### src/rtl/i2c_pkg.sv
// i2c_pkg: shared FSM state, quarter-phase and R/W encodings for the I2C controller
package i2c_pkg;
  typedef enum logic [2:0] {IDLE, START, ADDR, ADDR_ACK, DATA, DATA_ACK, STOP} i2c_state_t;
  typedef enum logic [1:0] {Q0, Q1, Q2, Q3} qtr_t;
  localparam logic I2C_RW_WRITE = 1'b0;
  localparam logic I2C_RW_READ  = 1'b1;
endpackage

### src/rtl/i2c_if.sv
// i2c_if: command handshake plus SCL/SDA pins of the I2C controller
//   master: command issuer / bus peer side, slave: the controller itself
interface i2c_if;
  logic       cmd_valid;
  logic       cmd_ready;
  logic [6:0] cmd_addr;
  logic       cmd_rw;
  logic [7:0] cmd_wdata;
  logic [7:0] rdata;
  logic       done;
  logic       ack_err;
  logic       busy;
  logic       scl_out;
  logic       sda_out;
  logic       sda_in;
  modport master (output cmd_valid, cmd_addr, cmd_rw, cmd_wdata, sda_in,
                  input  cmd_ready, rdata, done, ack_err, busy, scl_out, sda_out);
  modport slave  (input  cmd_valid, cmd_addr, cmd_rw, cmd_wdata, sda_in,
                  output cmd_ready, rdata, done, ack_err, busy, scl_out, sda_out);
endinterface

### src/rtl/i2c_qtr_tick.sv
// i2c_qtr_tick: QTR-cycle counter giving a quarter-end tick and the quarter index
//   en: count while high, held at zero while low; tick: last cycle of a quarter; qtr: Q0..Q3
module i2c_qtr_tick
  import i2c_pkg::*;
#(
  parameter int QTR = 25
) (
  input  logic clock,
  input  logic reset_n,
  input  logic en,
  output logic tick,
  output qtr_t qtr
);
  localparam int CW = $clog2(QTR);
  logic [CW-1:0] cnt_q, cnt_d;
  qtr_t qtr_q, qtr_d;
  always_comb begin
    tick  = en && (cnt_q == CW'(QTR - 1));
    cnt_d = (!en || tick) ? '0 : cnt_q + CW'(1);
    qtr_d = !en ? Q0 : tick ? qtr_t'(qtr_q + 2'd1) : qtr_q;
  end
  always_ff @(posedge clock or negedge reset_n) begin
    if (!reset_n) begin
      cnt_q <= '0;
      qtr_q <= Q0;
    end else begin
      cnt_q <= cnt_d;
      qtr_q <= qtr_d;
    end
  end
  assign qtr = qtr_q;
endmodule

### src/rtl/i2c_controller.sv
// i2c_controller: single-byte I2C initiator (START, addr+R/W, ACK, data, ACK, STOP)
//   clock/reset_n: system clock, async active-low reset
//   bus (slave): cmd_* handshake in, rdata/done/ack_err/busy out, scl_out/sda_out pins, sda_in sampled line
module i2c_controller
  import i2c_pkg::*;
#(
  parameter int QTR = 25
) (
  input  logic clock,
  input  logic reset_n,
  i2c_if.slave bus
);
  i2c_state_t state_q, state_d;
  logic [2:0] bit_q, bit_d;
  logic [7:0] addr_rw_q, addr_rw_d;
  logic [7:0] wdata_q, wdata_d;
  logic [7:0] rx_q, rx_d;
  logic [7:0] rdata_q, rdata_d;
  logic       ack_err_q, ack_err_d;
  logic       done_q, done_d;
  logic [1:0] sync_q, sync_d;
  logic       tick, qend, scl_hi, sda_s, accept, ready, scl, sda;
  qtr_t       qtr;

  i2c_qtr_tick #(.QTR(QTR)) u_tick (
    .clock   (clock),
    .reset_n (reset_n),
    .en      (state_q != IDLE),
    .tick    (tick),
    .qtr     (qtr)
  );

  assign sda_s  = sync_q[1];
  assign sync_d = {sync_q[0], bus.sda_in};
  assign qend   = tick && (qtr == Q3);
  assign scl_hi = qtr[1];
  // the done cycle still counts as busy so the next accept lands one cycle later
  assign ready  = (state_q == IDLE) && !done_q;
  assign accept = bus.cmd_valid && ready;

  always_comb begin
    state_d   = state_q;
    bit_d     = bit_q;
    addr_rw_d = addr_rw_q;
    wdata_d   = wdata_q;
    rx_d      = rx_q;
    rdata_d   = rdata_q;
    ack_err_d = ack_err_q;
    done_d    = 1'b0;
    scl       = 1'b1;
    sda       = 1'b1;
    case (state_q)
      IDLE: if (accept) begin
        state_d   = START;
        addr_rw_d = {bus.cmd_addr, bus.cmd_rw};
        wdata_d   = bus.cmd_wdata;
        ack_err_d = 1'b0;
        bit_d     = 3'd7;
      end
      START: begin
        sda = !scl_hi;
        if (qend) state_d = ADDR;
      end
      ADDR: begin
        scl = scl_hi;
        sda = addr_rw_q[bit_q];
        // bit counter wraps 0 -> 7, ready for the data byte
        if (qend) begin
          bit_d   = bit_q - 3'd1;
          state_d = (bit_q == 3'd0) ? ADDR_ACK : ADDR;
        end
      end
      ADDR_ACK: begin
        scl = scl_hi;
        if (qend) begin
          state_d   = sda_s ? STOP : DATA;
          ack_err_d = sda_s;
        end
      end
      DATA: begin
        scl = scl_hi;
        sda = (addr_rw_q[0] == I2C_RW_READ) ? 1'b1 : wdata_q[bit_q];
        if (qend) begin
          bit_d   = bit_q - 3'd1;
          rx_d    = {rx_q[6:0], sda_s};
          state_d = (bit_q == 3'd0) ? DATA_ACK : DATA;
        end
      end
      DATA_ACK: begin
        scl = scl_hi;
        // reads answer with NACK (SDA released high); writes check the target's ACK
        if (qend) begin
          state_d   = STOP;
          rdata_d   = (addr_rw_q[0] == I2C_RW_READ) ? rx_q : rdata_q;
          ack_err_d = (addr_rw_q[0] == I2C_RW_WRITE) && sda_s;
        end
      end
      STOP: begin
        scl = scl_hi;
        sda = (qtr == Q3);
        if (qend) begin
          state_d = IDLE;
          done_d  = 1'b1;
        end
      end
      default: state_d = IDLE;
    endcase
  end

  always_ff @(posedge clock or negedge reset_n) begin
    if (!reset_n) begin
      state_q   <= IDLE;
      bit_q     <= 3'd7;
      addr_rw_q <= '0;
      wdata_q   <= '0;
      rx_q      <= '0;
      rdata_q   <= '0;
      ack_err_q <= 1'b0;
      done_q    <= 1'b0;
      sync_q    <= 2'b11;
    end else begin
      state_q   <= state_d;
      bit_q     <= bit_d;
      addr_rw_q <= addr_rw_d;
      wdata_q   <= wdata_d;
      rx_q      <= rx_d;
      rdata_q   <= rdata_d;
      ack_err_q <= ack_err_d;
      done_q    <= done_d;
      sync_q    <= sync_d;
    end
  end

  assign bus.cmd_ready = ready;
  assign bus.busy      = !ready;
  assign bus.done      = done_q;
  assign bus.ack_err   = ack_err_q;
  assign bus.rdata     = rdata_q;
  assign bus.scl_out   = scl;
  assign bus.sda_out   = sda;
endmodule

### src/flat_wrapper.sv
// flat-port wrapper written by rule: the top's interface ports become plain ports
module i2c_controller_flat import i2c_pkg::*;
#(
  parameter int QTR = 25
)
  (clock, reset_n, bus_cmd_valid, bus_cmd_addr, bus_cmd_rw, bus_cmd_wdata, bus_sda_in, bus_cmd_ready, bus_rdata, bus_done, bus_ack_err, bus_busy, bus_scl_out, bus_sda_out);
  i2c_if bus_i ();
  input  logic clock;
  input  logic reset_n;
  input wire logic [$bits(bus_i.cmd_valid)-1:0] bus_cmd_valid;
  input wire logic [$bits(bus_i.cmd_addr)-1:0] bus_cmd_addr;
  input wire logic [$bits(bus_i.cmd_rw)-1:0] bus_cmd_rw;
  input wire logic [$bits(bus_i.cmd_wdata)-1:0] bus_cmd_wdata;
  input wire logic [$bits(bus_i.sda_in)-1:0] bus_sda_in;
  output wire logic [$bits(bus_i.cmd_ready)-1:0] bus_cmd_ready;
  output wire logic [$bits(bus_i.rdata)-1:0] bus_rdata;
  output wire logic [$bits(bus_i.done)-1:0] bus_done;
  output wire logic [$bits(bus_i.ack_err)-1:0] bus_ack_err;
  output wire logic [$bits(bus_i.busy)-1:0] bus_busy;
  output wire logic [$bits(bus_i.scl_out)-1:0] bus_scl_out;
  output wire logic [$bits(bus_i.sda_out)-1:0] bus_sda_out;
  assign bus_i.cmd_valid = bus_cmd_valid;
  assign bus_i.cmd_addr = bus_cmd_addr;
  assign bus_i.cmd_rw = bus_cmd_rw;
  assign bus_i.cmd_wdata = bus_cmd_wdata;
  assign bus_i.sda_in = bus_sda_in;
  assign bus_cmd_ready = bus_i.cmd_ready;
  assign bus_rdata = bus_i.rdata;
  assign bus_done = bus_i.done;
  assign bus_ack_err = bus_i.ack_err;
  assign bus_busy = bus_i.busy;
  assign bus_scl_out = bus_i.scl_out;
  assign bus_sda_out = bus_i.sda_out;
  i2c_controller #(.QTR(QTR)) u_core (.clock(clock), .reset_n(reset_n), .bus(bus_i));
endmodule
### config.mk
export PLATFORM = sky130hd
export DESIGN_NAME = i2c_controller_flat
export DESIGN_NICKNAME = d
export VERILOG_FILES = /design/src/rtl/i2c_pkg.sv /design/src/rtl/i2c_if.sv /design/src/rtl/i2c_qtr_tick.sv /design/src/rtl/i2c_controller.sv /design/src/flat_wrapper.sv
export SDC_FILE = /design/constraint.sdc
export NUM_CORES = 1
export LEC_CHECK = 0
export CAP_MARGIN = 10
export CORE_MARGIN = 8
export CORE_UTILIZATION = 45
export CTS_CLUSTER_DIAMETER = 100
export DETAILED_ROUTE_END_ITERATION = 10
export PLACE_DENSITY_LB_ADDON = 0.25
export SKIP_CTS_REPAIR_TIMING = 1
export SYNTH_ARGS = -nofsm -noshare
export SYNTH_HDL_FRONTEND = slang
export SYNTH_HIERARCHICAL = 1
export SYNTH_SLANG_ARGS = --single-unit
### constraint.sdc
create_clock -name clock -period 5.35 [get_ports clock]
set_clock_uncertainty 0.1 [all_clocks]
set_input_delay 1.07 -clock clock [delete_from_list [all_inputs] [get_ports clock]]
set_output_delay 1.07 -clock clock [all_outputs]
set_load 0.01 [all_outputs]
* Word-level counts from Yosys, hierarchy flattened
Index checks and enable logic that the tools add are counted.
** Word-level totals
- Bits in registers :: 49
- Output and inout port bits :: 14
- Word-level logic and storage cells :: 86
** Operators by class
- Reductions and logical operators :: 23
- Equal/unequal tests :: 17
- Add/sub/neg operators :: 3
- Bitwise operators :: 1
- Magnitude comparators :: 1
- Mux-type cells :: 30
** Operators by type and width (count)
- $mux 3 :: 9
- $pmux 3 s7 :: 1
- $ne 2x1->1 const B :: 9
- $mux 1 :: 11
- $eq 3x3->1 const B :: 3
- $reduce_and 7->1 :: 1
- $bmux 1 s3 :: 2
- $eq 3x2->1 const B :: 2
- $logic_not 3->1 :: 2
- $mux 2 :: 3
- $pmux 3 s2 :: 1
- $reduce_and 3->1 :: 2
- $reduce_bool 3->1 :: 2
- $add 5x1->5 const B :: 1
- $eq 5x5->1 const B :: 1
- $logic_and 1x1->1 :: 5
- $mux 5 :: 1
- $reduce_or 5->1 :: 1
- $logic_not 1->1 :: 4
- $lt 3x4->1 const B :: 1
- $pmux 1 s4 :: 1
- $reduce_and 2->1 :: 2
- $reduce_and 4->1 :: 1
- $eq 3x1->1 const B :: 1
- 8 further kinds :: 8

* Logic depth before layout (Yosys ltp)
- Word-level depth :: 5
- Gate-level depth with buffers :: 10
- Gate-level depth less buffers :: 8

* Hierarchy
Netlist, hierarchy kept.
** Modules (own cells, without submodules)
- i2c_controller :: seq. area each 1057.3 um^2, times used 1, cells each 156, area each 2003.2 um^2
- i2c_qtr_tick :: seq. area each 175.2 um^2, times used 1, cells each 31, area each 334.1 um^2

* Worst setup path before layout
No wires, ideal clock.
- Kind :: flip-flop to output port
- Start point :: reg u_core.bit_q[1]
- End point :: out bus_sda_out
- Data required time :: 4.180 ns
- Arrival :: 1.674 ns
- Slack :: 2.506 ns
- Stages on the path, launching flop included :: 6
- Buffers on the path :: 1
- Path through :: dfstp_2 -> buf_6 -> mux4_1 -> mux2_2 -> o211ai_2 -> o211ai_1
** Between the ends
- Cells in the longest elaborated chain, start to end :: 4
- Elaborated cells between the ends (all ways) :: 6
- Those cells by class :: 6 x mux
** RTL lines
- start, declared :: line i2c_controller.sv:14 : logic [2:0] bit_q, bit_d;
- start signal, assigned :: line i2c_controller.sv:123 : bit_q <= bit_d;
- $bmux 1 s3 :: line i2c_controller.sv:82 : sda = (addr_rw_q[0] == I2C_RW_READ) ? 1'b1 : wdata_q[bit_q];
- $mux 1 (implied by the code) :: line i2c_controller.sv:82
- $mux 1 :: line i2c_controller.sv:82
- $pmux 1 s4 (*) :: line i2c_controller.sv:52 : case (state_q)
- end, declared :: line flat_wrapper.sv:21 : output wire logic [$bits(bus_i.sda_out)-1:0] bus_sda_out;
Mark *: on every way between the ends. The rest lies on a longest branch, timed or not. The select of a mux whose other input is x is not followed.

* Final worst setup path
Same ends and word-level chain as after synthesis.

==> flow_metrics.py <==
metrics = {
    "worst_setup_path": {
        "r2r_end": "u_core/bus.rdata[6]",
        "worst_setup_path_start_kind": "flop",
        "reg2reg_from": "u_core/state_q[0]",
        "ff2ff_path_depth": 8,
        "crit_fanout": 6,
        "worstSetupPathType": "flop to output pin",
        "worstSetupEndpoint": "bus_sda_out",
        "cp.arrival_ns": 2.47,
        "critPathSlowestCell": "dfstp_2",
        "crit_start": "u_core/bit_q[1]",
        "rrSetupSlack_ns": 2.60,
        "crit_chain": "mux4_1, mux2_2, o211ai_2, o211ai_1, clkdlybuf4s50_1",
        "max_stage_delay_ns": 0.61,
        "required_ns": 4.18,
        "cp-end-kind": "output pin",
    },
    "final_layout": {
        "fin_area_um2": 2814,
        "num-nets-final": 242,
        "final_util": 0.5545,
        "antenna_cells": 0,
        "area_delta_synth_final_pct": 20.40,
        "drive_gt1_frac": 0.2557,
    },
    "synth": {
        "synthArstFlopShare": 1.000,
        "synthesis.nets": 211,
        "synth_top_cell_by_area": "dfrtp_1",
        "synth_cells": 187,
        "ys_warn_count": 6,
        "ys_ff_latch": 49,
        "synth_flop_cell": "dfrtp_1",
        "synth_cell_types": 44,
        "yosys-top-cells-count": "dfrtp_1, mux2_2, nor2_1",
        "synthTopCellsByArea": "dfrtp_1, mux2_2, dfstp_2, mux4_1, nor2_1",
        "yosysMostFrequentCell": "dfrtp_1",
        "ys_seq_area_frac": 0.5273,
        "yosysTopAreaCellShare": 0.4711,
        "netlist_area_um2": 2337,
        "synth-edff-count": 0,
        "synth_area_per_cell_um2": 12.50,
    },
    "clocking": {
        "worstSkewPairLatency_ns": 0.30,
        "cts_max_level": 2,
        "cts_tree": "done",
        "clockBufferDepth": 2,
        "cts_buffers": 5,
        "ctsRootBufferMaster": "clkbuf_8",
        "clock-sinks": 49,
        "cts.clk_slew.worst_paths_ns": 0.09,
    },
    "drt": {
        "wl_per_cell_um": 14.04,
        "vias": 1462,
        "detail_route.iter0.violations": 101,
        "viasPerCell": 5.059,
        "drt_wl_total_mm": 4.059,
        "antenna_left": 0,
        "dr.pass1.iters": 5,
        "drc": 0,
    },
    "sta": {
        "max_freq_mhz": 274.9,
        "hold_viol_final": 0,
        "relSlewSlack": 0.3076,
        "setup_viol": 0,
        "final.setup.tns_ns": 0,
        "slew_violations": 0,
        "fin_crit_sh": 0.6800,
        "worst_slew_pin_slew_ns": 1.039,
        "period_needed_ns": 3.638,
        "rsz0062_at_grt": "no",
    },
    "pwr": {
        "combPwrFrac": 0.171,
        "clockPowerShare": 0.293,
        "seqPwrFrac": 0.536,
        "power_density_nw_per_um2": 322.1,
        "p_sw_w": 0.0002314,
        "intPower_w": 0.0006749,
        "p_total_w": 0.0009063,
        "swShare": 0.2553,
        "peakVddDrop_v": 0.0001782,
        "power_leakage_nw": 1.296,
    },
    "placed_design": {
        "place_congestion": 0.7503,
        "postPlaceCellArea_um2": 2703,
        "dp_hpwl_mm": 2.826,
        "io_buffers": 33,
    },
    "floorplan": {
        "dieArea_um2": 7756,
        "start_util": 0.4606,
        "die_height_um": 88.07,
        "rows": 26,
        "die_width_um": 88.07,
        "fp.coreArea_um2": 5075,
        "io_pins": 34,
    },
    "job": {
        "max-cap-violations": 0,
    },
    "global_routing": {
        "grt_pass1_wl_mm": 6.927,
        "grt_overflow_total": 0,
        "grt_start_max_net_pins": 50,
        "antenna_found_initial": 0,
        "first_global_vias": 1461,
        "grt_usage": 0.1161,
    },
    "hold_path": {
        "hp-class": "flop to flop",
    },
    "run_status": {
        "status": "finished clean",
    },
}
==> registers in the layout (all words and copies together) (netlist names) <==
register	cells
u_core/wdata_q	8
u_core/state_q	3
u_core/rx_q	8
u_core/u_tick/qtr	2
u_core/bus.rdata	8
u_core/bit_q	3
u_core/bus.ack_err	1
u_core/u_tick/cnt_q	5
u_core/addr_rw_q	8
u_core/sync_q	2
u_core/bus.done	1
==> cells in the final DEF (no fill, tap or decap), types with 2 or more instances in the layout <==
cell type        instances
xnor2_1                  3
a21oi_1                  4
nand3_1                  8
dfstp_2                  5
xor2_1                   2
clkbuf_8                 5
inv_1                   10
dfrtp_1                 44
nand2_1                  8
clkdlybuf4s50_1         32
nand2_2                  2
and3_1                   2
nor2_1                  15
o21ai_0                  5
nor3b_1                  2
mux2i_1                  2
mux4_1                   3
mux2_2                  34
nor3_1                   3
ha_1                     4
==> worst min path at each step <==
stage / cells after the start / start / to / slack (ns)
2_1_floorplan: 0 / u_core/sync_q[0] / u_core/sync_q[1] / 0.25
3_3_place_gp: 0 / u_core/sync_q[0] / u_core/sync_q[1] / 0.25
3_5_place_dp: 0 / u_core/sync_q[0] / u_core/sync_q[1] / 0.25
4_1_cts: 0 / u_core/sync_q[0] / u_core/sync_q[1] / 0.26
5_1_grt: 0 / u_core/sync_q[0] / u_core/sync_q[1] / 0.26
6_report: 0 / u_core/sync_q[0] / u_core/sync_q[1] / 0.26
==> power groups by stage <==
| stage | clock network [W] | logic, W | registers, W |
|---|---|---|---|
| 2_1_floorplan | 0 | 0.000123 | 0.000475 |
| 3_3_place_gp | 0 | 0.000153 | 0.000493 |
| 3_5_place_dp | 0 | 0.000157 | 0.000493 |
| 4_1_cts | 0.000276 | 0.000158 | 0.000487 |
| 5_1_grt | 0.000291 | 0.000172 | 0.000495 |
| 6_report | 0.000265 | 0.000155 | 0.000486 |
==> per-stage QoR <==
stage	std cells	setup WS, ns	hold slack, ns
3_3_place_gp	281	2.020	0.2469
5_1_grt	289	1.636	0.2624
6_report	289	1.712	0.2589
3_5_place_dp	281	2.003	0.2468
2_1_floorplan	187	2.506	0.2452
4_1_cts	289	1.674	0.2605
==> final cells by class <==
class	count	area (um2)
timing repair buffer	33	325.3
sequential	49	1232
tap	70	87.58
clock buffer	6	72.57
fill	439	2261
multi-input combinational	119	1020
inverter	10	37.54
clock inverter	2	38.79
==> routing by layer <==
metal,track usage,up-vias,share of wire
met2,0.1731,20,0.46
met5,0,-,0
met1,0.1465,709,0.48
met4,0.06144,0,0.020
met3,0.03659,6,0.036
li1,-,727,-
==> cells by family (layout without fill, tap and decap cells) <==
kind of cell,count (synthesis),count (layout),share of synthesized area
mux,40,40,0.2157
buf+inv,19,51,0.03640
compound gates,23,23,0.07014
flops,49,49,0.5273
xor+xnor,5,5,0.01874
fa+ha+maj,4,4,0.02141
simple gates,47,47,0.1103
==> worst max-delay path: cells and delay by family (launching register included) <==
kind            cells  cell delay, ns
flops               1            0.61
compound gates      2            0.23
mux                 2            0.84
buf+inv             1            0.50
Power figures use the tool's default switching activity.
